File: config.mk
export PLATFORM = sky130hd
export DESIGN_NAME = gnt_issue_buffer_flat
export DESIGN_NICKNAME = d
export VERILOG_FILES = /design/src/rtl/gnt_issue_buffer_pkg.sv /design/src/rtl/gnt_issue_buffer_if.sv /design/src/rtl/gnt_issue_buffer_onehot_enc.sv /design/src/rtl/gnt_issue_buffer.sv /design/src/flat_wrapper.sv
export SDC_FILE = /design/constraint.sdc
export NUM_CORES = 1
export LEC_CHECK = 0
export BUFFER_PORTS_ARGS = -buffer_cell sky130_fd_sc_hd__buf_2
export CORE_MARGIN = 5
export CORE_UTILIZATION = 40
export CTS_CLUSTER_DIAMETER = 200
export DETAILED_ROUTE_END_ITERATION = 8
export HOLD_SLACK_MARGIN = 0.08
export SLEW_MARGIN = 20
export SYNTH_ARGS = -nofsm -noshare
export SYNTH_HDL_FRONTEND = slang
export SYNTH_SLANG_ARGS = --single-unit
File: constraint.sdc
create_clock -name clock -period 7.6 [get_ports clock]
set_input_delay 0.38 -clock clock [delete_from_list [all_inputs] [get_ports clock]]
set_output_delay 0.38 -clock clock [all_outputs]
set_load 0.02 [all_outputs]
File: src/rtl/gnt_issue_buffer_pkg.sv
// -----------------------------------------------------------------------------
// issue_pkg
//   Shared defaults and packet types for the grant-driven issue buffer.
//   The struct types are sized from the package defaults. A build that
//   overrides WIDTH or TAG_W on the buffer must also change these localparams
//   so that the struct fields and the port slices stay the same width.
// -----------------------------------------------------------------------------
package issue_pkg;

  localparam int DEF_WIDTH = 16;
  localparam int DEF_REQS  = 2;
  localparam int DEF_TAG_W = 6;
  localparam int DEF_IDX_W = $clog2(DEF_WIDTH);

  // One registered issue lane: strobe, slot index and the slot's tag.
  typedef struct packed {
    logic                 valid;
    logic [DEF_IDX_W-1:0] idx;
    logic [DEF_TAG_W-1:0] tag;
  } issue_pkt_t;

  // Read view of one entry slot.
  typedef struct packed {
    logic                 valid;
    logic [DEF_TAG_W-1:0] tag;
  } slot_t;

endpackage : issue_pkg

File: src/rtl/gnt_issue_buffer_if.sv
// -----------------------------------------------------------------------------
// gnt_issue_buffer_if
//   Bundles the dispatch-side allocation, the selector-side req/gnt exchange
//   and the issue outputs of gnt_issue_buffer.
//   slave  : used by the buffer (consumes alloc/gnt/flush, drives the rest)
//   master : used by the environment (dispatch + selector + issue consumer)
// -----------------------------------------------------------------------------
interface gnt_issue_buffer_if
  import issue_pkg::*;
#(
  parameter int WIDTH = DEF_WIDTH,
  parameter int REQS  = DEF_REQS,
  parameter int TAG_W = DEF_TAG_W
);
  localparam int IDX_W = $clog2(WIDTH);

  logic                     flush;
  logic [REQS-1:0]          alloc_valid;
  logic [REQS*TAG_W-1:0]    alloc_tag;
  logic                     alloc_ready;
  logic [WIDTH-1:0]         req;
  logic [WIDTH*REQS-1:0]    gnt_bus;
  logic [REQS-1:0]          issue_valid;
  logic [REQS*IDX_W-1:0]    issue_idx;
  logic [REQS*TAG_W-1:0]    issue_tag;
  logic [IDX_W:0]           free_count;
  logic                     proto_err;

  modport slave (
    input  flush, alloc_valid, alloc_tag, gnt_bus,
    output alloc_ready, req, issue_valid, issue_idx, issue_tag,
           free_count, proto_err
  );

  modport master (
    output flush, alloc_valid, alloc_tag, gnt_bus,
    input  alloc_ready, req, issue_valid, issue_idx, issue_tag,
           free_count, proto_err
  );

endinterface : gnt_issue_buffer_if

File: src/rtl/gnt_issue_buffer_onehot_enc.sv
// -----------------------------------------------------------------------------
// onehot_enc
//   Encodes one grant lane. For a one-hot input, idx is the set bit's position.
//   nonzero flags any set bit; multi_hot flags two or more set bits (idx is
//   then meaningless and the caller must ignore it).
//   Ports: onehot (in, WIDTH), idx (out, IDX_W), nonzero (out), multi_hot (out)
// -----------------------------------------------------------------------------
module onehot_enc #(
  parameter int WIDTH = 16,
  localparam int IDX_W = $clog2(WIDTH)
) (
  input  logic [WIDTH-1:0] onehot,
  output logic [IDX_W-1:0] idx,
  output logic             nonzero,
  output logic             multi_hot
);

  always_comb begin
    // NOTE: default every always_comb output first so no path infers a latch.
    idx = '0;
    for (int i = 0; i < WIDTH; i++) begin
      if (onehot[i]) idx = idx | IDX_W'(i);
    end
  end

  assign nonzero   = |onehot;
  // Clearing the lowest set bit leaves something only if a second bit was set.
  assign multi_hot = |(onehot & (onehot - WIDTH'(1)));

endmodule : onehot_enc

File: src/rtl/gnt_issue_buffer.sv
// -----------------------------------------------------------------------------
// gnt_issue_buffer
//   Requester-side partner of a combinational priority selector. Holds up to
//   WIDTH pending entries, presents their valid bits as req, turns each legal
//   grant lane into a registered issue packet one cycle later, frees the
//   granted slots and refills free slots from up to REQS allocs per cycle.
//   Ports:
//     clock   : rising-edge clock
//     reset_n : asynchronous active-low reset
//     bus     : gnt_issue_buffer_if.slave
//               flush, alloc_valid/alloc_tag/alloc_ready, req, gnt_bus,
//               issue_valid/issue_idx/issue_tag, free_count, proto_err
// -----------------------------------------------------------------------------
module gnt_issue_buffer
  import issue_pkg::*;
#(
  parameter int WIDTH = DEF_WIDTH,
  parameter int REQS  = DEF_REQS,
  parameter int TAG_W = DEF_TAG_W
) (
  input  logic               clock,
  input  logic               reset_n,
  gnt_issue_buffer_if.slave  bus
);

  localparam int IDX_W = $clog2(WIDTH);
  localparam int CNT_W = IDX_W + 1;

  // ---------------------------------------------------------------------------
  // State
  // ---------------------------------------------------------------------------
  logic [WIDTH-1:0] valid_q;
  logic [TAG_W-1:0] tag_q [WIDTH];
  logic [CNT_W-1:0] free_q;
  logic             err_q;
  issue_pkt_t       issue_q [REQS];

  slot_t            slot_rd [WIDTH];

  for (genvar i = 0; i < WIDTH; i++) begin : g_slot_view
    assign slot_rd[i] = '{valid: valid_q[i], tag: tag_q[i]};
  end

  // ---------------------------------------------------------------------------
  // Grant lanes: slice, encode, qualify
  // ---------------------------------------------------------------------------
  logic [WIDTH-1:0] lane       [REQS];
  logic [IDX_W-1:0] lane_idx   [REQS];
  logic [REQS-1:0]  lane_nz;
  logic [REQS-1:0]  lane_multi;

  for (genvar j = 0; j < REQS; j++) begin : g_lane
    assign lane[j] = bus.gnt_bus[(j+1)*WIDTH-1 -: WIDTH];

    onehot_enc #(.WIDTH(WIDTH)) u_enc (
      .onehot    (lane[j]),
      .idx       (lane_idx[j]),
      .nonzero   (lane_nz[j]),
      .multi_hot (lane_multi[j])
    );
  end

  logic [REQS-1:0]  gnt_ok;     // lane issues and frees its slot
  logic [WIDTH-1:0] clr_mask;   // slots freed this cycle
  logic             gnt_err;    // any protocol violation this cycle

  always_comb begin
    logic [WIDTH-1:0] lower;    // bits granted by lower-numbered lanes
    gnt_ok   = '0;
    clr_mask = '0;
    gnt_err  = 1'b0;
    lower    = '0;
    for (int j = 0; j < REQS; j++) begin
      if (lane_nz[j]) begin
        if (lane_multi[j]) begin
          gnt_err = 1'b1;
        end else if (!valid_q[lane_idx[j]]) begin
          gnt_err = 1'b1;
        end else if (|(lane[j] & lower)) begin
          // Duplicate of a lower lane: only the lowest lane may issue.
          gnt_err = 1'b1;
        end else begin
          gnt_ok[j] = 1'b1;
          clr_mask  = clr_mask | lane[j];
        end
      end
      lower = lower | lane[j];
    end
  end

  // ---------------------------------------------------------------------------
  // Allocation: pack asserted ports, in port order, into the lowest free slots.
  // Free slots come from registered valid bits only, so a slot freed by a
  // grant this cycle is never re-targeted until the next one.
  // ---------------------------------------------------------------------------
  logic             alloc_ready;
  logic [REQS-1:0]  alloc_en;
  logic [WIDTH-1:0] free_mask [REQS+1];
  logic [WIDTH-1:0] pick      [REQS];
  logic [WIDTH-1:0] set_mask;

  assign alloc_ready  = (free_q >= CNT_W'(REQS));
  assign free_mask[0] = ~valid_q;

  for (genvar j = 0; j < REQS; j++) begin : g_pick
    // x & -x isolates the lowest set bit of the remaining free mask.
    assign pick[j]        = free_mask[j] & (~free_mask[j] + WIDTH'(1));
    assign free_mask[j+1] = bus.alloc_valid[j] ? (free_mask[j] & ~pick[j])
                                               : free_mask[j];
    assign alloc_en[j]    = alloc_ready & ~bus.flush & bus.alloc_valid[j];
  end

  logic [CNT_W-1:0] alloc_cnt;
  logic [CNT_W-1:0] gnt_cnt;
  logic [CNT_W-1:0] free_nxt;

  always_comb begin
    set_mask  = '0;
    alloc_cnt = '0;
    gnt_cnt   = '0;
    for (int j = 0; j < REQS; j++) begin
      if (alloc_en[j]) begin
        set_mask  = set_mask | pick[j];
        alloc_cnt = alloc_cnt + CNT_W'(1);
      end
      if (gnt_ok[j]) gnt_cnt = gnt_cnt + CNT_W'(1);
    end
    free_nxt = free_q - alloc_cnt + gnt_cnt;
  end

  // ---------------------------------------------------------------------------
  // Control state
  // ---------------------------------------------------------------------------
  always_ff @(posedge clock or negedge reset_n) begin
    // NOTE: state uses non-blocking assignments so every flop samples the
    // pre-edge values regardless of statement order.
    if (!reset_n) begin
      valid_q <= '0;
      free_q  <= CNT_W'(WIDTH);
      err_q   <= 1'b0;
      for (int j = 0; j < REQS; j++) issue_q[j] <= '0;
    end else if (bus.flush) begin
      valid_q <= '0;
      free_q  <= CNT_W'(WIDTH);
      for (int j = 0; j < REQS; j++) issue_q[j] <= '0;
    end else begin
      valid_q <= (valid_q & ~clr_mask) | set_mask;
      free_q  <= free_nxt;
      err_q   <= err_q | gnt_err;
      for (int j = 0; j < REQS; j++) begin
        issue_q[j].valid <= gnt_ok[j];
        if (gnt_ok[j]) begin
          issue_q[j].idx <= lane_idx[j];
          issue_q[j].tag <= slot_rd[lane_idx[j]].tag;
        end
      end
    end
  end

  // NOTE: tag storage has no reset; a tag is only ever read behind its valid bit.
  always_ff @(posedge clock) begin
    for (int i = 0; i < WIDTH; i++) begin
      for (int j = 0; j < REQS; j++) begin
        if (alloc_en[j] && pick[j][i]) tag_q[i] <= bus.alloc_tag[(j+1)*TAG_W-1 -: TAG_W];
      end
    end
  end

  // ---------------------------------------------------------------------------
  // Outputs
  // ---------------------------------------------------------------------------
  assign bus.req         = valid_q;
  assign bus.alloc_ready = alloc_ready;
  assign bus.free_count  = free_q;
  assign bus.proto_err   = err_q;

  for (genvar j = 0; j < REQS; j++) begin : g_out
    assign bus.issue_valid[j]                    = issue_q[j].valid;
    assign bus.issue_idx[(j+1)*IDX_W-1 -: IDX_W] = issue_q[j].idx;
    assign bus.issue_tag[(j+1)*TAG_W-1 -: TAG_W] = issue_q[j].tag;
  end

endmodule : gnt_issue_buffer

File: src/flat_wrapper.sv
// flat-port wrapper written by rule: the top's interface ports become plain ports
module gnt_issue_buffer_flat import issue_pkg::*;
#(
  parameter int WIDTH = DEF_WIDTH,
  parameter int REQS  = DEF_REQS,
  parameter int TAG_W = DEF_TAG_W
)
  (clock, reset_n, bus_flush, bus_alloc_valid, bus_alloc_tag, bus_gnt_bus, bus_alloc_ready, bus_req, bus_issue_valid, bus_issue_idx, bus_issue_tag, bus_free_count, bus_proto_err);
  gnt_issue_buffer_if #(.WIDTH(WIDTH), .REQS(REQS), .TAG_W(TAG_W)) bus_i ();
  input  logic clock;
  input  logic reset_n;
  input wire logic [$bits(bus_i.flush)-1:0] bus_flush;
  input wire logic [$bits(bus_i.alloc_valid)-1:0] bus_alloc_valid;
  input wire logic [$bits(bus_i.alloc_tag)-1:0] bus_alloc_tag;
  input wire logic [$bits(bus_i.gnt_bus)-1:0] bus_gnt_bus;
  output wire logic [$bits(bus_i.alloc_ready)-1:0] bus_alloc_ready;
  output wire logic [$bits(bus_i.req)-1:0] bus_req;
  output wire logic [$bits(bus_i.issue_valid)-1:0] bus_issue_valid;
  output wire logic [$bits(bus_i.issue_idx)-1:0] bus_issue_idx;
  output wire logic [$bits(bus_i.issue_tag)-1:0] bus_issue_tag;
  output wire logic [$bits(bus_i.free_count)-1:0] bus_free_count;
  output wire logic [$bits(bus_i.proto_err)-1:0] bus_proto_err;
  assign bus_i.flush = bus_flush;
  assign bus_i.alloc_valid = bus_alloc_valid;
  assign bus_i.alloc_tag = bus_alloc_tag;
  assign bus_i.gnt_bus = bus_gnt_bus;
  assign bus_alloc_ready = bus_i.alloc_ready;
  assign bus_req = bus_i.req;
  assign bus_issue_valid = bus_i.issue_valid;
  assign bus_issue_idx = bus_i.issue_idx;
  assign bus_issue_tag = bus_i.issue_tag;
  assign bus_free_count = bus_i.free_count;
  assign bus_proto_err = bus_i.proto_err;
  gnt_issue_buffer #(.WIDTH(WIDTH), .REQS(REQS), .TAG_W(TAG_W)) u_core (.clock(clock), .reset_n(reset_n), .bus(bus_i));
endmodule
==> flow_summary.html <==
<table>
<tr><th>Metric</th><th>Value</th></tr>
<tr><th colspan="2">Detailed routing</th></tr>
<tr><td>Via density per instance</td><td>6.23</td></tr>
<tr><td>Routed wire length</td><td>33.1 mm</td></tr>
<tr><td>Pre-Repair DR Iteration Count</td><td>5</td></tr>
<tr><td>Mean routed wirelength per cell</td><td>24.0 um</td></tr>
<tr><td>Routed vias</td><td>8,600</td></tr>
<tr><td>DR iter-0 viols</td><td>951</td></tr>
<tr><td>Antenna viol nets, final</td><td>0</td></tr>
<tr><td>Post-detailed-route DRC marker count</td><td>0</td></tr>
<tr><th colspan="2">CTS</th></tr>
<tr><td>Clock tree from TritonCTS</td><td>yes</td></tr>
<tr><td>Sinks on the clock net</td><td>140</td></tr>
<tr><td>Total number of H-tree levels</td><td>4</td></tr>
<tr><td>Worst skew pair latency</td><td>430 ps</td></tr>
<tr><td>Maximum buffer depth of the clock tree</td><td>2</td></tr>
<tr><td>Cell at the root of the clock tree</td><td>sky130_fd_sc_hd__clkbuf_16</td></tr>
<tr><td>Post-CTS clock slew at the launch and capture registers of the worst setup and hold paths</td><td>60 ps</td></tr>
<tr><td>Post-CTS Resized</td><td>0</td></tr>
<tr><td>Count of buffers added by post-CTS timing repair for setup</td><td>0</td></tr>
<tr><td>Num CTS Buffers</td><td>17</td></tr>
<tr><th colspan="2">STA</th></tr>
<tr><td>Least-Margin Pin Slew</td><td>1030 ps</td></tr>
<tr><td>Worst Clk Skew</td><td>12.3 ps</td></tr>
<tr><td>Final period util</td><td>0.636</td></tr>
<tr><td>Setup repair after global routing missed its margin</td><td>false</td></tr>
<tr><td>Final TNS setup</td><td>0 ps</td></tr>
<tr><td>Maximum frequency from static timing analysis</td><td>0.207 GHz</td></tr>
<tr><td>Max Slew Vio Count</td><td>0</td></tr>
<tr><td>Number of endpoints failing setup at the final stage</td><td>0</td></tr>
<tr><td>Worst-case headroom to the max-slew limit</td><td>0.310</td></tr>
<tr><td>Final Critical Period</td><td>4830 ps</td></tr>
<tr><td>Final hold violations</td><td>0</td></tr>
<tr><th colspan="2">Min path</th></tr>
<tr><td>Class of the tightest hold or removal check</td><td>primary input to flop</td></tr>
<tr><th colspan="2">Power and ir drop</th></tr>
<tr><td>Total power</td><td>2.01 mW</td></tr>
<tr><td>LEAKAGE</td><td>4.37 nW</td></tr>
<tr><td>Power Dens Cells</td><td>183 nW/um^2</td></tr>
<tr><td>Max rail drop VDD</td><td>0.000150 V</td></tr>
<tr><th colspan="2">Global routing</th></tr>
<tr><td>Global-route wire length before repair</td><td>51.0 mm</td></tr>
<tr><td>Combined global-route utilization of all metal layers</td><td>0.233</td></tr>
<tr><td>Maximum number of pins on one net before global-route repair</td><td>57</td></tr>
<tr><td>Vias in the first global route</td><td>8,234</td></tr>
<tr><td>Total congestion overflow</td><td>0</td></tr>
<tr><td>Number of antenna violations at the first check in global routing</td><td>0</td></tr>
<tr><th colspan="2">Synth</th></tr>
<tr><td>Dominant cells by area after synthesis</td><td>sky130_fd_sc_hd__edfxtp_1 (29%), sky130_fd_sc_hd__mux2_2 (14%), sky130_fd_sc_hd__dfrtp_1 (11%)</td></tr>
<tr><td>Portion of the post-synthesis area used by sequential elements</td><td>0.402</td></tr>
<tr><td>Synth cell count leaders</td><td>sky130_fd_sc_hd__nand2_1 (134), sky130_fd_sc_hd__mux2_2 (121), sky130_fd_sc_hd__edfxtp_1 (96), sky130_fd_sc_hd__clkbuf_1 (71), sky130_fd_sc_hd__a21oi_1 (54)</td></tr>
<tr><td>Post-synth EDFFs</td><td>96</td></tr>
<tr><td>Library cell occupying the most area in the post-synthesis netlist</td><td>sky130_fd_sc_hd__edfxtp_1</td></tr>
<tr><td>Number of library cell types mapped by synthesis</td><td>69</td></tr>
<tr><td>Syn Area/Cell</td><td>9.71 um^2</td></tr>
<tr><td>Mapped Area</td><td>9910 um^2</td></tr>
<tr><td>Top-count cell post-synth</td><td>sky130_fd_sc_hd__nand2_1</td></tr>
<tr><td>Post-Syn Instances</td><td>1,021</td></tr>
<tr><td>Synth warnings</td><td>0</td></tr>
<tr><td>Asr flop ratio synth</td><td>0.314</td></tr>
<tr><td>Portion of synthesized cell area occupied by the leading cell type</td><td>0.291</td></tr>
<tr><td>Commonest register cell after synthesis</td><td>sky130_fd_sc_hd__edfxtp_1</td></tr>
<tr><td>Synthesized flop and latch total</td><td>140</td></tr>
<tr><td>Post-synth net total</td><td>1,082</td></tr>
<tr><th colspan="2">Placement</th></tr>
<tr><td>Standard cell area after detailed placement</td><td>10,400 um^2</td></tr>
<tr><td>Weighted congestion reported at the end of routability-driven placement</td><td>0.945</td></tr>
<tr><td>Final HPWL from detailed placement</td><td>23.2 mm</td></tr>
<tr><td>Count of buffers inserted at the top-level ports</td><td>93</td></tr>
<tr><td>Placed cell count</td><td>1,347</td></tr>
<tr><th colspan="2">Final layout</th></tr>
<tr><td>Post-route cell area</td><td>11,000 um^2</td></tr>
<tr><td>Fraction of layout instances using a drive strength above 1</td><td>0.267</td></tr>
<tr><td>Post-synthesis to final-layout area growth</td><td>11.3%</td></tr>
<tr><td>Area used by multi-input combinational logic</td><td>5390 um^2</td></tr>
<tr><td>Final-stage net count</td><td>1,104</td></tr>
<tr><td>Final cell utilization of the core</td><td>0.452</td></tr>
<tr><td>Sequential cell area</td><td>3990 um^2</td></tr>
<tr><td>Fill cell count</td><td>2,325</td></tr>
<tr><td>Final standard cell count with taps included and fillers excluded</td><td>1,380</td></tr>
<tr><td>Diodes inserted</td><td>0</td></tr>
<tr><th colspan="2">Worst setup path</th></tr>
<tr><td>Class of the most critical setup path</td><td>primary input to flop</td></tr>
<tr><td>Critical path cell sequence</td><td>buf_2 &gt; nor4_4 &gt; buf_4 &gt; and2_1 &gt; a2111oi_0 &gt; a311oi_1 &gt; a22o_1 &gt; and2_4 &gt; nand2_2 &gt; inv_1 &gt; ha_1 &gt; inv_1 &gt; fa_1 &gt; inv_1 &gt; fa_1 &gt; a21oi_1 &gt; nor2_1 &gt; or3_1 &gt; nand3_1</td></tr>
<tr><td>CP Data Arrival Time</td><td>5190 ps</td></tr>
<tr><td>Cell repeated most along the worst path</td><td>sky130_fd_sc_hd__inv_1</td></tr>
<tr><td>Capturing element type of the critical path</td><td>flop</td></tr>
<tr><td>CP Max Fanout</td><td>26</td></tr>
<tr><td>Type of element launching the critical path</td><td>primary input</td></tr>
<tr><td>Buf+Inv Stages, Crit Path</td><td>5</td></tr>
<tr><td>Largest delay share family, worst path</td><td>simple AND/OR/NAND/NOR gates</td></tr>
<tr><td>Max incr delay on CP</td><td>740 ps</td></tr>
<tr><td>Master of the slowest instance on the critical path</td><td>sky130_fd_sc_hd__and2_1</td></tr>
<tr><td>CP required</td><td>7960 ps</td></tr>
<tr><th colspan="2">Die</th></tr>
<tr><td>Top-level port count</td><td>94</td></tr>
<tr><td>Number of placement rows</td><td>57</td></tr>
<tr><td>Die span in y</td><td>167 um</td></tr>
<tr><td>Area of the die</td><td>28,000 um^2</td></tr>
<tr><td>Die Span X</td><td>167 um</td></tr>
<tr><td>Core area</td><td>24,400 um^2</td></tr>
<tr><td>Starting density of the core</td><td>0.406</td></tr>
<tr><th colspan="2">Run status</th></tr>
<tr><td>Result of the run</td><td>finished, final reports clean</td></tr>
<tr><th colspan="2">Job</th></tr>
<tr><td>Max capacitance violation total</td><td>0</td></tr>
</table>
==> through the flow <==
step	hold WS [ps]	worst slack [ps]
after global placement	502	2510
after detailed placement	515	2410
after global routing	203	2400
after floorplan	84.4	3320
final	195	2770
after CTS	168	2830
==> flip-flops by register name, indices dropped and copies added, names as in the netlist <==
| name | count |
|---|---|
| u_core.bus.issue_valid | 2 |
| u_core.bus.req | 16 |
| u_core.bus.free_count | 5 |
| u_core.bus.issue_idx | 8 |
| u_core.bus.proto_err | 1 |
| u_core.bus.issue_tag | 12 |
| u_core.tag_q | 96 |
==> cells in the final DEF, fill, tap and decap left out, drive strengths merged, types with 3 or more instances in the layout <==
| cell | netlist | final |
|---|---|---|
| nor4 | 15 | 15 |
| and3 | 28 | 28 |
| xnor2 | 9 | 9 |
| o21a | 10 | 10 |
| a21oi | 54 | 54 |
| or3 | 13 | 13 |
| a221oi | 8 | 8 |
| a21o | 3 | 3 |
| nor2 | 45 | 45 |
| a211oi | 32 | 32 |
| a311oi | 24 | 24 |
| nand4 | 12 | 12 |
| ha | 10 | 10 |
| nand2b | 7 | 7 |
| a41o | 3 | 3 |
| nand2 | 136 | 136 |
| a31oi | 14 | 14 |
| o211ai | 16 | 16 |
| nor3 | 22 | 22 |
| a22oi | 5 | 5 |
| edfxtp | 96 | 96 |
| clkbuf | 71 | 18 |
| o21ai | 20 | 20 |
| clkinv | 3 | 7 |
| inv | 26 | 32 |
| buf | 34 | 107 |
| o31ai | 6 | 6 |
| o22ai | 3 | 3 |
| a311o | 7 | 7 |
| and2 | 7 | 7 |
| clkinvlp | 0 | 3 |
| maj3 | 6 | 6 |
| mux2 | 122 | 122 |
| a22o | 5 | 5 |
| mux2i | 42 | 42 |
| o311ai | 6 | 6 |
| dfrtp | 43 | 43 |
| or4 | 8 | 8 |
| nand3 | 22 | 22 |
| nor2b | 3 | 3 |
==> where the power goes <==
part | switching [mW] | total (mW) | internal (mW)
Sequential | 0.0267 | 0.874 | 0.847
Clock | 0.366 | 0.823 | 0.457
Combinational | 0.195 | 0.316 | 0.122
==> cell type report <==
class                   instances  share of cell area
clock buffers                  18              0.0389
inverters                      29             0.00987
repair buffers                108              0.0529
well taps                     324              0.0368
multi-input cells             747               0.488
clock inverters                14              0.0121
flip-flops and latches        140               0.361
==> path summary, 6_finish.rpt <==
| check | startpoint | depth (start not counted) | slack (ps) | to |
|---|---|---|---|---|
| min | bus_gnt_bus[16] | 2 | 190 | u_core.bus.req[0] |
| max | bus_gnt_bus[11] | 19 | 2770 | u_core.bus.free_count[4] |
| min in group asynchronous | reset_n | 2 | 520 | u_core.bus.free_count[3] |
| max in group asynchronous | reset_n | 2 | 6690 | u_core.bus.issue_tag[3] |
| min reg2reg | u_core.bus.issue_tag[6] | 2 | 520 | u_core.bus.issue_tag[6] |
| max reg2reg | u_core.bus.free_count[3] | 10 | 3080 | u_core.tag_q[1][34] |
==> logic make-up after synthesis <==
group                    synth area share
AND/OR/NAND/NOR                     0.160
AO/OA/AOI/OAI                       0.166
flip-flops                          0.402
XOR/XNOR                          0.00972
adder cells (fa/ha/maj)            0.0227
multiplexers                        0.181
buffers and inverters              0.0591
==> what timing repair did <==
item	CTS	global route
hold buffers	0	1
endpoints found under the setup margin	0	0
hold endpoints to repair	0	43
==> routing by layer <==
metal,global-route usage,up-vias,wire [um]
met5,0,-,0
met4,0.0734,0,728
met1,0.331,4267,14800
li1,-,3895,-
met3,0.0479,50,2620
met2,0.358,388,14900
Note: power is estimated with default switching activity, not from simulation.
